**src/rtl/uart_rx.sv**
```systemverilog
// UART receiver: 2-FF input sync, PRESCALE-x oversampling with 3-sample majority vote,
// LSB-first data, optional parity, stop check; results presented as one-cycle strobes.
module uart_rx #(
  parameter int DATA_WIDTH = 8
) (
  input  logic                  CLK,
  input  logic                  RST,
  input  logic                  RX_IN,
  input  logic [5:0]            PRESCALE,
  input  logic                  PAR_EN,
  input  logic                  PAR_TYP,
  output logic [DATA_WIDTH-1:0] P_DATA,
  output logic                  DATA_VALID,
  output logic                  PAR_ERR,
  output logic                  STP_ERR
);

  localparam int BW = (DATA_WIDTH > 1) ? $clog2(DATA_WIDTH) : 1;

  typedef enum logic [2:0] {IDLE, START, DATA, PARITY, STOP} state_t;

  state_t                state_q, state_d;
  logic                  sync1_q, rx_s_q;
  logic [5:0]            p_q, p_d;
  logic                  par_en_q, par_en_d;
  logic                  par_typ_q, par_typ_d;
  logic [5:0]            edge_cnt_q, edge_cnt_d;
  logic [BW-1:0]         bit_cnt_q, bit_cnt_d;
  logic [2:0]            smp_q, smp_d;
  logic [DATA_WIDTH-1:0] shift_q, shift_d;
  logic                  par_bit_q, par_bit_d;
  logic [DATA_WIDTH-1:0] p_data_q, p_data_d;
  logic                  data_valid_q, data_valid_d;
  logic                  par_err_q, par_err_d;
  logic                  stp_err_q, stp_err_d;

  logic [5:0] half;
  logic       last_edge;
  logic       maj;
  logic       perr;
  logic       serr;

  always_ff @(posedge CLK or negedge RST) begin
    if (!RST) begin
      sync1_q      <= 1'b1;
      rx_s_q       <= 1'b1;
      state_q      <= IDLE;
      p_q          <= 6'd8;
      par_en_q     <= 1'b0;
      par_typ_q    <= 1'b0;
      edge_cnt_q   <= '0;
      bit_cnt_q    <= '0;
      smp_q        <= '1;
      shift_q      <= '0;
      par_bit_q    <= 1'b0;
      p_data_q     <= '0;
      data_valid_q <= 1'b0;
      par_err_q    <= 1'b0;
      stp_err_q    <= 1'b0;
    end else begin
      sync1_q      <= RX_IN;
      rx_s_q       <= sync1_q;
      state_q      <= state_d;
      p_q          <= p_d;
      par_en_q     <= par_en_d;
      par_typ_q    <= par_typ_d;
      edge_cnt_q   <= edge_cnt_d;
      bit_cnt_q    <= bit_cnt_d;
      smp_q        <= smp_d;
      shift_q      <= shift_d;
      par_bit_q    <= par_bit_d;
      p_data_q     <= p_data_d;
      data_valid_q <= data_valid_d;
      par_err_q    <= par_err_d;
      stp_err_q    <= stp_err_d;
    end
  end

  always_comb begin
    state_d      = state_q;
    p_d          = p_q;
    par_en_d     = par_en_q;
    par_typ_d    = par_typ_q;
    edge_cnt_d   = edge_cnt_q;
    bit_cnt_d    = bit_cnt_q;
    smp_d        = smp_q;
    shift_d      = shift_q;
    par_bit_d    = par_bit_q;
    p_data_d     = p_data_q;
    data_valid_d = 1'b0;
    par_err_d    = 1'b0;
    stp_err_d    = 1'b0;

    half      = p_q >> 1;
    last_edge = (edge_cnt_q == p_q - 6'd1);
    maj       = (smp_q[0] & smp_q[1]) | (smp_q[0] & smp_q[2]) | (smp_q[1] & smp_q[2]);
    perr      = par_en_q & (par_bit_q != ((^shift_q) ^ par_typ_q));
    serr      = ~maj;

    if (state_q != IDLE) begin
      if (edge_cnt_q == half - 6'd2) smp_d[0] = rx_s_q;
      if (edge_cnt_q == half - 6'd1) smp_d[1] = rx_s_q;
      if (edge_cnt_q == half)        smp_d[2] = rx_s_q;
      edge_cnt_d = last_edge ? '0 : edge_cnt_q + 6'd1;
    end

    case (state_q)
      IDLE: begin
        edge_cnt_d = '0;
        bit_cnt_d  = '0;
        if (!rx_s_q) begin
          // The detecting cycle is edge 0 of the start bit, so counting resumes at 1.
          state_d    = START;
          edge_cnt_d = 6'd1;
          p_d        = (PRESCALE == 6'd16 || PRESCALE == 6'd32) ? PRESCALE : 6'd8;
          par_en_d   = PAR_EN;
          par_typ_d  = PAR_TYP;
        end
      end
      START: begin
        if (last_edge) begin
          state_d   = maj ? IDLE : DATA;
          bit_cnt_d = '0;
        end
      end
      DATA: begin
        if (last_edge) begin
          shift_d = {maj, shift_q[DATA_WIDTH-1:1]};
          if (bit_cnt_q == BW'(DATA_WIDTH - 1)) begin
            state_d = par_en_q ? PARITY : STOP;
          end else begin
            bit_cnt_d = bit_cnt_q + 1'b1;
          end
        end
      end
      PARITY: begin
        if (last_edge) begin
          par_bit_d = maj;
          state_d   = STOP;
        end
      end
      STOP: begin
        if (last_edge) begin
          par_err_d = perr;
          stp_err_d = serr;
          if (!perr && !serr) begin
            data_valid_d = 1'b1;
            p_data_d     = shift_q;
          end
          state_d = IDLE;
        end
      end
      default: state_d = IDLE;
    endcase
  end

  assign P_DATA     = p_data_q;
  assign DATA_VALID = data_valid_q;
  assign PAR_ERR    = par_err_q;
  assign STP_ERR    = stp_err_q;

endmodule

```
**config.mk**
```make
export PLATFORM = sky130hd
export DESIGN_NAME = uart_rx
export DESIGN_NICKNAME = d
export VERILOG_FILES = /design/src/rtl/uart_rx.sv
export SDC_FILE = /design/constraint.sdc
export NUM_CORES = 1
export LEC_CHECK = 0
export ABC_CLOCK_PERIOD_IN_PS = 2700
export BUFFER_PORTS_ARGS = -buffer_cell sky130_fd_sc_hd__buf_4
export CORE_UTILIZATION = 40
export DETAILED_ROUTE_END_ITERATION = 8
export PLACE_DENSITY = 0.59
export SYNTH_ARGS = -nofsm -noshare
export SYNTH_HDL_FRONTEND = slang
export SYNTH_SLANG_ARGS = --single-unit
```
**constraint.sdc**
```tcl
create_clock -name CLK -period 2.7 [get_ports CLK]
set_clock_uncertainty 0.1 [all_clocks]
set_input_delay 0.27 -clock CLK [delete_from_list [all_inputs] [get_ports CLK]]
set_output_delay 0.27 -clock CLK [all_outputs]
set_load 0.05 [all_outputs]
```
==> flow_metrics.env, run 1 <==
export IMPL_status="complete, no violations"
export IMPL_p_int_uw=1500
export IMPL_worstPathMaxFanout=11
export IMPL_placed_area_mm2=0.00269
export IMPL_fin_ws_ns=0.216
export IMPL_powerDensity_mw_per_mm2=774
export IMPL_synth_area_top_cells="dfrtp_1 39%, mux2_2 9.4%, xnor2_1 8.4%, dfstp_2 6.3%, ha_1 4.0%"
export IMPL_start_kind="flip-flop"
export IMPL_multi_input_area_mm2=0.00124
export IMPL_fp_row_count=28
export IMPL_antenna_found_initial=0
export IMPL_vias=1583
export IMPL_path_clk_slew_ns=0.09
export IMPL_wire_per_inst_um=13.8
export IMPL_drive_above_1_share_pct=31.0
export IMPL_finalHoldWorstSlack_ns=0.0865
export IMPL_insertion_delay_ns=0.29
export IMPL_synth_top_area_share_pct=39.0
export IMPL_p_comb_share_pct=29.8
export IMPL_worst_pin_slew_ns=0.560
export IMPL_p_sw_share_pct=31.8
export IMPL_grt_pass1_wl_mm=7.47
export IMPL_irDropWorstVdd_mv=0.500
export IMPL_dp_hpwl_mm=3.16
export IMPL_drt_iter0_drc=77
export IMPL_track_usage_pct=15.1
export IMPL_p_leak_uw=0.00131
export IMPL_firstDrtPassIters=4
export IMPL_netlist_cell_type_count=49
export IMPL_async_reset_ff_share_pct=100
export IMPL_gr_usage_met3_pct=2.36
export IMPL_crit_end="P_DATA[7]"
export IMPL_reg2reg_from="p_q[2]"
export IMPL_grt_max_degree=46
export IMPL_finalNonFillerCells=314
export IMPL_max_freq_ghz=0.403
export IMPL_path_class="reg2reg"
export IMPL_finalHoldViolCount=0
export IMPL_seqPwrFrac_pct=42.6
export IMPL_cts_made_buffers=5
export IMPL_clockBufferDepth=2
export IMPL_fill_cells=553
export IMPL_start_util_pct=41.8
export IMPL_dp_cells=304
export IMPL_startpoint="p_q[2]"
export IMPL_use_met1_pct=22.6
export IMPL_setup_tns_ns=0
export IMPL_synth_edff_count=0
export IMPL_slew_headroom_pct=62.7
export IMPL_antenna_cells=0
export IMPL_r2r_slack_ns=0.22
export IMPL_hold_class="in2reg"
export IMPL_p_sw_uw=703
export IMPL_grt_setup_unrepaired="no"
export IMPL_arrival_ns=2.57
export IMPL_worst_endpoint_required_ns=2.79
export IMPL_gr_usage_met2_pct=22.2
export IMPL_r2r_end="P_DATA[7]"
export IMPL_syn_num_nets=235
export IMPL_wirelength_mm=4.32
export IMPL_detail_route_antenna_nets=0
export IMPL_cts_resized=0
export IMPL_avgViaCountPerCell=5.04
export IMPL_pre_cts_slack_ns=0.209
export IMPL_grt_overflow=0
export IMPL_cts_max_level=2
export IMPL_yosys_area_top_type="dfrtp_1"
export IMPL_finalCritPeriodShare_pct=92.0
export IMPL_end_kind="flip-flop"
export IMPL_grt_pass1_vias=1531
export IMPL_ios=22
export IMPL_port_buffers=21
export IMPL_fin_nets=257
export IMPL_cts_sinks=45
export IMPL_synthCells=216
export IMPL_gp_congestion=0.851
export IMPL_fp_dieArea_mm2=0.00658
export IMPL_r2r_cells=8
export IMPL_slew_violations=0
export IMPL_cts_root_buffer="clkbuf_8"
export IMPL_yosysSeqAreaShare_pct=45.3
export IMPL_syn_avg_cell_area_um2=11.6
export IMPL_grt_busiest_layer="met1"
export IMPL_stdcell_area_mm2=0.00285
export IMPL_syn_cell_area_mm2=0.00250
export IMPL_ys_seq_elements=45
export IMPL_design_core_area_mm2=0.00599
export IMPL_die_width_um=81.1
export IMPL_synth_warnings=0
export IMPL_syn_to_final_growth_pct=13.8
export IMPL_clockPowerShare_pct=27.6
export IMPL_cts_tree="done"
export IMPL_ff_latch_area_mm2=0.00113
export IMPL_die_h_um=81.1
export IMPL_fin_crit_ns=2.48
export IMPL_cap_violations=0
export IMPL_synth_ff_type="dfrtp_1"
export IMPL_drc_errors=0
export IMPL_finalSetupViolations=0
[per-stage QoR]
step / utilization, % / total power [µW]
2_1_floorplan: - / 1490
3_3_place_gp: 45.0 / 1620
3_5_place_dp: 45.0 / 1610
4_1_cts: 47.6 / 2230
5_1_grt: 47.6 / 2340
6_report: 47.6 / 2210
[final cells by class]
type / count / share of cell area, %
Timing Repair Buffer: 26 / 7.02
Tap cell: 75 / 3.29
Multi-Input combinational cell: 148 / 43.5
Sequential cell: 45 / 39.8
Clock inverter: 3 / 2.41
Clock buffer: 5 / 2.41
Inverter: 12 / 1.58
[synth_stat cells, types with 2 or more instances]
cell	count
xor2_1	8
mux2i_1	3
nor2_1	14
xnor2_1	24
nor3_1	5
mux2_2	21
nor4b_1	2
buf_2	5
buf_6	5
nand3_1	9
dfstp_2	6
nand2b_1	2
o32ai_1	2
a32o_1	3
dfrtp_1	39
inv_1	12
o21ai_0	5
ha_1	8
nor3b_1	2
nor4_1	2
nand4_2	2
nand2_1	8
nor2b_1	3
[worst min-delay path by stage]
stage,start,endpoint,slack (ns),depth (start not counted)
4_1_cts,PRESCALE[5],p_q[4],0.08,2
5_1_grt,PRESCALE[5],p_q[4],0.09,2
2_1_floorplan,RST,DATA_VALID,-0.13,0
6_report,PRESCALE[5],p_q[4],0.09,2
3_5_place_dp,RST,par_bit_q,0.21,1
3_3_place_gp,RST,par_bit_q,0.21,1
[metal layers]
layer | part of all wire, % | vias to the layer above
met5 | 0 | -
met4 | 1.2 | 0
met3 | 2.0 | 5
met2 | 45 | 18
met1 | 52 | 772
li1 | - | 788
[timing repair]
item / CTS / global route
hold endpoints to repair: 40 / 0
hold buffers: 2 / 0
setup buffers: 0 / 0
[worst max-delay path, cell delays in order, from the launching register on]
cell	delay, ns
dfrtp_1	0.45
inv_1	0.17
ha_1	0.26
nor3b_4	0.22
nand2_1	0.09
xnor2_1	0.24
and3_4	0.31
nand4_4	0.19
mux2_2	0.34
[flip-flops by register name, indices dropped and copies added (netlist names), 3 cells and up]
name and flops:
smp_q 3, edge_cnt_q 6, bit_cnt_q 3, p_q 6, state_q 3, P_DATA 8, shift_q 8
[power groups by stage]
stage	Sequential, µW	Combinational (µW)	Clock [µW]
floorplan	864	622	0
global placement	954	662	0
detailed placement	953	660	0
CTS	939	667	623
global route	962	731	650
finish	940	658	609
[layout by cell type, fill, tap and decap left out, types with 2 or more instances in the layout]
cell type / count
dfrtp_1: 39
xnor2_1: 24
buf_4: 24
mux2_2: 21
nor2_1: 14
inv_1: 12
nand3_1: 9
xor2_1: 8
nand2_1: 8
ha_1: 8
dfstp_2: 6
nor3_1: 5
o21ai_0: 5
clkbuf_8: 5
a32o_1: 3
nor2b_1: 3
mux2i_1: 3
nand2b_1: 2
nor3b_1: 2
nand4_2: 2
nor4b_1: 2
nor4_1: 2
o32ai_1: 2
bufinv_16: 2
dlygate4sd3_1: 2
[cells by family after synthesis]
logic type / synth area share, %
muxes: 11.2
xor gates and xnor gates: 12.7
buffers and inverters: 5.19
DFF: 45.3
AOI/OAI and AO/OA: 6.74
adders and majority gates: 4.40
and+or+nand+nor: 14.4
No activity file was read; power rests on OpenSTA's default activity.
==> run 2, diff against run 1 <==
--- a/config.mk
+++ b/config.mk
@@ -5,7 +5,7 @@
 export SDC_FILE = /design/constraint.sdc
 export NUM_CORES = 1
 export LEC_CHECK = 0
-export ABC_CLOCK_PERIOD_IN_PS = 2700
+export ABC_CLOCK_PERIOD_IN_PS = 2300
 export BUFFER_PORTS_ARGS = -buffer_cell sky130_fd_sc_hd__buf_4
 export CORE_UTILIZATION = 40
 export DETAILED_ROUTE_END_ITERATION = 8
==> constraint.sdc (replaced) <==
create_clock -name CLK -period 2.3 [get_ports CLK]
set_clock_uncertainty 0.1 [all_clocks]
set_input_delay 0.23 -clock CLK [delete_from_list [all_inputs] [get_ports CLK]]
set_output_delay 0.23 -clock CLK [all_outputs]
set_load 0.05 [all_outputs]
==> run 2 against run 1 <==
Against the previous run: count of clock-buffer cells in the layout is the same; routed wire length grew 17%; final cell count grew 6.4%; maximum frequency grew 11%; sequential share of layout area shrank 3.0 points; largest cell class unchanged.
==> flow_metrics.env, run 2 (synthesized netlist as in run 1, its figures left out) <==
export IMPL_path_clk_slew_ns=0.09
export IMPL_ios=22
export IMPL_insertion_delay_ns=0.31
export IMPL_drt_iter0_drc=54
export IMPL_detail_route_antenna_nets=0
export IMPL_grt_overflow=0
export IMPL_track_usage_pct=16.6
export IMPL_hold_class="in2reg"
export IMPL_worst_pin_slew_ns=0.727
export IMPL_syn_to_final_growth_pct=23.0
export IMPL_finalCritPeriodShare_pct=97.1
export IMPL_wire_per_inst_um=15.1
export IMPL_cts_made_buffers=5
export IMPL_cts_max_level=2
export IMPL_die_width_um=81.1
export IMPL_avgViaCountPerCell=5.09
export IMPL_path_class="reg2reg"
export IMPL_port_buffers=21
export IMPL_clockBufferDepth=2
export IMPL_r2r_slack_ns=0.07
export IMPL_design_core_area_mm2=0.00599
export IMPL_p_leak_uw=0.00144
export IMPL_slew_headroom_pct=51.2
export IMPL_final_common_cell="buf_4"
export IMPL_grt_pass1_wl_mm=8.00
export IMPL_die_h_um=81.1
export IMPL_fin_crit_ns=2.23
export IMPL_irDropWorstVdd_mv=0.383
export IMPL_wirelength_mm=5.04
export IMPL_cts_root_buffer="clkbuf_8"
export IMPL_finalHoldViolCount=0
export IMPL_cap_violations=0
export IMPL_cts_sinks=45
export IMPL_grt_pass1_vias=1581
export IMPL_worst_endpoint_required_ns=2.40
export IMPL_fp_dieArea_mm2=0.00658
export IMPL_start_util_pct=41.8
export IMPL_setup_tns_ns=0
export IMPL_grt_max_degree=46
export IMPL_final_util_pct=51.4
export IMPL_vias=1699
export IMPL_gp_congestion=0.801
export IMPL_antenna_cells=0
export IMPL_end_kind="flip-flop"
export IMPL_arrival_ns=2.34
export IMPL_drive_above_1_share_pct=40.5
export IMPL_drc_errors=0
export IMPL_dp_hpwl_mm=3.49
export IMPL_fin_nets=277
export IMPL_finalSetupViolations=0
export IMPL_slew_violations=0
export IMPL_fill_cells=522
export IMPL_firstDrtPassIters=4
export IMPL_fp_row_count=28
export IMPL_status="complete, no violations"
export IMPL_max_freq_ghz=0.448
export IMPL_cts_tree="done"
export IMPL_start_kind="flip-flop"
export IMPL_worstPathMaxFanout=8
export IMPL_finalHoldWorstSlack_ns=0.0439
export IMPL_powerDensity_mw_per_mm2=907
export IMPL_antenna_found_initial=0
export IMPL_final_cell_mix="41 x buf_4, 39 x dfrtp_1, 22 x xnor2_1, 20 x mux2_2, 14 x nor2_1"
-- run 2: final cells by class --
| class | instances | area, µm² | area share (%) |
|---|---|---|---|
| multi-input cells | 149 | 1310 | 42.6 |
| well taps | 75 | 93.8 | 3.05 |
| repair buffers | 45 | 359 | 11.7 |
| clock buffers | 5 | 68.8 | 2.23 |
| inverters | 12 | 45.0 | 1.46 |
| clock inverters | 3 | 68.8 | 2.23 |
| flip-flops and latches | 45 | 1130 | 36.8 |
-- run 2: path summary, 6_finish.rpt --
check / startpoint / endpoint / cells past startpoint
min in group asynchronous: RST / PAR_ERR / 2
hold reg to reg: sync1_q / rx_s_q / 0
setup / recovery: p_q[3] / P_DATA[7] / 8
max in group asynchronous: RST / edge_cnt_q[5] / 2
setup reg to reg: p_q[3] / P_DATA[7] / 8
hold / removal: PRESCALE[5] / p_q[4] / 2
-- run 2: report_power, final --
part / internal (µW) / switching (µW)
sequential: 929 / 113
clock: 437 / 294
combinational: 509 / 510
-- run 2: per-stage QoR --
stage | total power (µW) | setup slack [ns] | area (µm²) | instances
final | 2790 | 0.0660 | 3080 | 334
after global routing | 2950 | -0.00339 | 3080 | 334
after CTS | 2730 | 0.0161 | 2990 | 330
after detailed placement | 1980 | 0.0212 | 2820 | 319
after global placement | 1970 | 0.0255 | 2820 | 319
after floorplan | 1750 | 0.0292 | 2500 | 216
-- run 2: routing by layer --
layer | up-vias | GRT usage (%) | routed length [µm]
li1 | 836 | - | -
met1 | 838 | 25.2 | 2640
met2 | 19 | 22.8 | 2150
met3 | 6 | 3.15 | 155
met4 | 0 | 6.96 | 90
met5 | - | 0 | 0
-- run 2: critical path, stage by stage (launching register included) --
cell and delay (ns):
dfstp_2 0.54, inv_1 0.06, ha_2 0.17, nand2b_1 0.08, a21oi_1 0.07, and4b_4 0.32, and3_4 0.27, nand4_4 0.16
mux2_4 0.36
-- run 2: repair_timing --
| item | CTS | global route |
|---|---|---|
| setup buffers | 1 | 3 |
| pin swaps | 0 | 3 |
| endpoints found under the setup margin | 6 | 22 |
| gates cloned | 0 | 1 |
| hold endpoints to repair | 40 | 0 |
| hold buffers | 2 | 0 |
| resized for setup | 1 | 15 |
